$ cat src/rtl/traffic_phase_ctrl.sv
module traffic_phase_ctrl #(
  parameter int N_LANES    = 4,
  parameter int GREEN_CYC  = 5,
  parameter int YELLOW_CYC = 2,
  parameter int ALLRED_CYC = 1,
  parameter int SKIP_EMPTY = 0
) (
  input  logic               clk,
  input  logic               rst_n,
  input  logic [N_LANES-1:0] req,
  input  logic               emg_req,
  input  logic [2:0]         emg_lane,
  output logic [N_LANES-1:0] lamp_r,
  output logic [N_LANES-1:0] lamp_y,
  output logic [N_LANES-1:0] lamp_g,
  output logic [2:0]         cur_lane,
  output logic               emg_active
);

  localparam int TMAX_GY = (GREEN_CYC > YELLOW_CYC) ? GREEN_CYC : YELLOW_CYC;
  localparam int TMAX    = (TMAX_GY > ALLRED_CYC) ? TMAX_GY : ALLRED_CYC;
  localparam int TW      = (TMAX > 1) ? $clog2(TMAX) : 1;

  typedef logic [TW-1:0] timer_t;

  localparam timer_t T_GREEN  = timer_t'(GREEN_CYC - 1);
  localparam timer_t T_YELLOW = timer_t'(YELLOW_CYC - 1);
  localparam timer_t T_ALLRED = timer_t'(ALLRED_CYC - 1);

  typedef enum logic [1:0] {
    GREEN,
    YELLOW,
    ALLRED
  } state_t;

  state_t                 state, state_d;
  timer_t                 timer, timer_d;
  logic [2:0]             lane_d;
  logic                   pend, pend_d;
  logic [2:0]             pend_lane, pend_lane_d;
  logic                   emg_valid;
  logic                   emg_hit;
  logic [2:0]             rot_lane;
  logic [2:0]             skip_lane;
  logic                   skip_found;
  logic [2*N_LANES-1:0]   req_rot;
  logic                   emg_active_d;
  logic [N_LANES-1:0]     lamp_r_d, lamp_y_d, lamp_g_d;

  always_comb begin
    emg_valid = emg_req && (int'(emg_lane) < N_LANES);
    emg_hit   = emg_valid && (emg_lane == cur_lane);
    rot_lane  = 3'((32'(cur_lane) + 1) % N_LANES);
  end

  // Requests rotated so bit k is lane cur_lane+1+k; cur_lane itself lands last.
  always_comb begin
    req_rot    = {req, req} >> (32'(cur_lane) + 1);
    skip_found = 1'b0;
    skip_lane  = cur_lane;
    for (int unsigned k = 0; k < N_LANES; k++) begin
      if (!skip_found && req_rot[k]) begin
        skip_found = 1'b1;
        skip_lane  = 3'((32'(cur_lane) + 1 + k) % N_LANES);
      end
    end
  end

  // A valid preemption seen outside a hold is latched so the next green goes to
  // that lane even if emg_req drops before all-red expires.
  always_comb begin
    state_d     = state;
    timer_d     = timer;
    lane_d      = cur_lane;
    pend_d      = pend;
    pend_lane_d = pend_lane;
    case (state)
      GREEN: begin
        if (emg_hit) begin
          state_d = GREEN;
        end else if (emg_valid) begin
          state_d     = YELLOW;
          timer_d     = T_YELLOW;
          pend_d      = 1'b1;
          pend_lane_d = emg_lane;
        end else if (emg_active || (timer == '0)) begin
          state_d = YELLOW;
          timer_d = T_YELLOW;
        end else begin
          timer_d = timer - timer_t'(1);
        end
      end
      YELLOW: begin
        if (emg_valid) begin
          pend_d      = 1'b1;
          pend_lane_d = emg_lane;
        end
        if (timer == '0) begin
          state_d = ALLRED;
          timer_d = T_ALLRED;
        end else begin
          timer_d = timer - timer_t'(1);
        end
      end
      ALLRED: begin
        if (timer == '0) begin
          timer_d = T_GREEN;
          state_d = GREEN;
          pend_d  = 1'b0;
          if (emg_valid) begin
            lane_d = emg_lane;
          end else if (pend) begin
            lane_d = pend_lane;
          end else if (SKIP_EMPTY != 0) begin
            if (skip_found) begin
              lane_d = skip_lane;
            end else begin
              state_d = ALLRED;
              timer_d = T_ALLRED;
            end
          end else begin
            lane_d = rot_lane;
          end
        end else begin
          if (emg_valid) begin
            pend_d      = 1'b1;
            pend_lane_d = emg_lane;
          end
          timer_d = timer - timer_t'(1);
        end
      end
      default: begin
        state_d = ALLRED;
        timer_d = T_ALLRED;
      end
    endcase
  end

  always_comb begin
    emg_active_d = (state_d == GREEN) && emg_valid && (emg_lane == lane_d);
    lamp_g_d     = '0;
    lamp_y_d     = '0;
    for (int unsigned i = 0; i < N_LANES; i++) begin
      lamp_g_d[i] = (state_d == GREEN)  && (lane_d == 3'(i));
      lamp_y_d[i] = (state_d == YELLOW) && (lane_d == 3'(i));
    end
    lamp_r_d = ~(lamp_g_d | lamp_y_d);
  end

  always_ff @(posedge clk or negedge rst_n) begin
    if (!rst_n) begin
      state      <= ALLRED;
      timer      <= T_ALLRED;
      cur_lane   <= 3'(N_LANES - 1);
      pend       <= 1'b0;
      pend_lane  <= '0;
      lamp_r     <= '1;
      lamp_y     <= '0;
      lamp_g     <= '0;
      emg_active <= 1'b0;
    end else begin
      state      <= state_d;
      timer      <= timer_d;
      cur_lane   <= lane_d;
      pend       <= pend_d;
      pend_lane  <= pend_lane_d;
      lamp_r     <= lamp_r_d;
      lamp_y     <= lamp_y_d;
      lamp_g     <= lamp_g_d;
      emg_active <= emg_active_d;
    end
  end

endmodule

$ cat config.mk
export PLATFORM = sky130hd
export DESIGN_NAME = traffic_phase_ctrl
export DESIGN_NICKNAME = d
export VERILOG_FILES = /design/src/rtl/traffic_phase_ctrl.sv
export SDC_FILE = /design/constraint.sdc
export NUM_CORES = 1
export LEC_CHECK = 0
export CAP_MARGIN = 20
export CORE_ASPECT_RATIO = 1.75
export CORE_MARGIN = 4
export CORE_UTILIZATION = 45
export DETAILED_ROUTE_END_ITERATION = 16
export GPL_TIMING_DRIVEN = 0
export PLACE_DENSITY_LB_ADDON = 0.08
export SYNTH_ARGS = -nofsm -noshare
export SYNTH_HDL_FRONTEND = slang
export SYNTH_SLANG_ARGS = --single-unit
$ cat constraint.sdc
create_clock -name clk -period 2.11 [get_ports clk]
set_clock_uncertainty 0.2 [all_clocks]
set_input_delay 0.5275 -clock clk [delete_from_list [all_inputs] [get_ports clk]]
set_output_delay 0.5275 -clock clk [all_outputs]
set_load 0.03 [all_outputs]
==> run_results.csv <==
group,metric,value,unit
run_status,outcome,"completed",
routing,vias_per_cell,5.420,
synth,yosysTopAreaCell,"dfrtp_1",
finish,layout.nets,167,
global_route,grt_max_degree,26,
routing,drtIter0Drc,14,
routing,routed_wl,2769,um
synth,yosysWarnings,0,
finish,final-seq-area,635.6,um2
setup_path,slowest_delay,650,ps
timing,hold_viol_final,0,
finish,utilization,0.6600,
cts,clk_pin_slew,90,ps
finish,stdcell_area,1817,um2
routing,vias,981,
cts,clock_path_buffers,2,
cts,cts.sinks,25,
power,p_leak,0.7739,nW
setup_path,crit_type,"flip-flop to output port",
finish,stdcell_count,181,
synth,synth_edf_count,0,
floorplan,ios,26,
synth,ys_seq_area_frac,0.4806,
setup_path,slowest_stage,"dfstp_2",
finish,drive_gt1_frac,0.3442,
timing,min_period_over_period,0.9691,
finish,mostFrequentLayoutCells,"17 x dfrtp_1, 15 x nand2_1, 11 x dlygate4sd2_1, 10 x buf_4, 9 x clkdlybuf4s50_1",
cts,cts_tree,"done",
synth,synth_nets,130,
synth,synth_ff_type,"dfrtp_1",
timing,setup_viol,0,
global_route,grt_use_total,0.1609,
setup_path,cp_cell_sequence,"clkdlybuf4s15_1",
cts,htreeDepth,1,
global_route,grt_overflow,0,
synth,ys_seq_elements,25,
floorplan,core_area,2753,um2
synth,async_reset_ff_frac,1.000,
synth,netlist_instances,118,
finish,antenna_cells,0,
floorplan,start_util,0.4795,
finish,areaGrowthSynthToFinish,37.63,%
setup_path,cp_num_buf_inv,1,
setup_path,cp.arrival,1320,ps
cts,hold_buffers,0,
synth,netlist_area,1320,um2
timing,max_freq,489.0,MHz
timing,worst_pin_slew,448.2,ps
placement,dp.cells,166,
timing,final.min_clock_period,2045,ps
finish,final_common_cell,"dfrtp_1",
placement,dp_hpwl,1975,um
timing,tns,0,ps
synth,yosys-top-cells-area,"dfrtp_1 34%, dfstp_2 14%, nand2_1 4.3%",
routing,postRouteAntennaNets,0,
placement,port_buffers,21,
routing,drc,0,
cts,cts_made_buffers,3,
floorplan,die_w,48.94,um
setup_path,crit_path_max_fanout,6,
routing,firstDrtPassIters,4,
placement,gp_congestion,0.8291,
synth,yosysUniqueCellTypes,44,
finish,nFillCells,232,
global_route,grt_pass1_wl,4919,um
cts,clk_latency,270,ps
power,total_power,2.706,mW
floorplan,die_y,79.65,um
setup_path,crit_family,"flip-flops",
timing,maxSlewHeadroom,0.7002,
setup_path,crit_required,1380,ps
timing,slew_viol_final,0,
floorplan,dieArea,3898,um2
global_route,antenna_found_initial,0,
min_path,worst_hold_path_type,"flip-flop to flip-flop",
timing,rsz0062_at_grt,"yes",
synth,synth_top_area_share,0.3412,
finish,multi_input_area,739.5,um2
synth,syn_area_per_cell,11.19,um2
power,powerDensity,1489,nW/um2
run,cap_violations,0,
floorplan,row_count,25,
placement,place_area,1564,um2
cts,cts_root_buffer,"clkbuf_8",
setup_path,start_kind,"flip-flop",
global_route,first_global_vias,1027,
power,peakVddDrop,914.8,uV
setup_path,end_kind,"output port",
routing,wl_per_cell,15.30,um
## sequential cells by signal, summed over array words and instances (netlist names)
| name | cells |
|---|---|
| pend | 1 |
| lamp_g | 4 |
| lamp_r | 4 |
| timer | 3 |
| emg_active | 1 |
| lamp_y | 4 |
| cur_lane | 3 |
| state | 2 |
| pend_lane | 3 |
## layer usage
metal | routed length [um] | share of wire | global-route usage | vias up
li1 | - | - | - | 478
met4 | 43 | 0.016 | 0.06739 | 0
met5 | 0 | 0 | 0 | -
met2 | 1590 | 0.57 | 0.2866 | 20
met3 | 80 | 0.029 | 0.02056 | 5
met1 | 1054 | 0.38 | 0.1905 | 478
## metrics by stage
| stage | hold slack, ps | setup WS (ps) |
|---|---|---|
| 2_1_floorplan | 31.91 | 78.29 |
| 5_1_grt | 335.6 | -12.24 |
| 6_report | 292.9 | 65.10 |
| 3_5_place_dp | 275.8 | -557.5 |
| 3_3_place_gp | 272.3 | -528.3 |
| 4_1_cts | 296.4 | 11.69 |
## cells in the mapped netlist (3+ instances only)
library cell	number
nand3_1	4
and2b_1	3
o21ai_0	4
a21oi_1	5
nand2_1	15
nor3_1	4
inv_1	5
dfstp_2	7
and2_1	5
o31ai_1	3
dfrtp_1	18
nor2_1	7
## where the power goes
part	internal (mW)	leakage, nW	switching, mW	total [mW]
clock network	0.134	0.0217	0.158	0.292
logic	0.711	0.446	0.875	1.59
registers	0.678	0.306	0.150	0.828
total	1.52	0.774	1.18	2.71
## timing repair
action / in CTS / in global routing
resized for setup: 35 / 2
pin swaps: 6 / 4
cloned: 0 / 0
buffers inserted: 5 / 5
endpoints found under the setup margin: 24 / 6
## cell families (layout without fill, tap and decap cells)
| group | after synthesis | after routing | synth area share |
|---|---|---|---|
| AND/OR/NAND/NOR | 51 | 51 | 0.2370 |
| flip-flops | 25 | 25 | 0.4806 |
| AO/OA/AOI/OAI | 24 | 24 | 0.1706 |
| buffers and inverters | 10 | 46 | 0.04265 |
| XOR/XNOR | 3 | 3 | 0.02560 |
| multiplexers | 3 | 3 | 0.02464 |
| adder cells (fa/ha/maj) | 2 | 2 | 0.01895 |
## worst paths after layout
check	from	to	slack, ps	cells after the start
max	cur_lane[0]	cur_lane[0]	70	1
min	pend_lane[1]	pend_lane[1]	290	1
max reg2reg	timer[1]	pend_lane[1]	70	7
min reg2reg	pend_lane[1]	pend_lane[1]	290	1
max in group asynchronous	rst_n	cur_lane[0]	830	2
min in group asynchronous	rst_n	timer[1]	360	1
## final cells by class
class	instances	area share
flip-flops and latches	25	0.3499
well taps	27	0.01860
plain buffers	4	0.02066
inverters	6	0.01240
clock inverters	1	0.004132
multi-input cells	83	0.4070
clock buffers	3	0.02273
repair buffers	32	0.1646
Power figures use the tool's default switching activity.
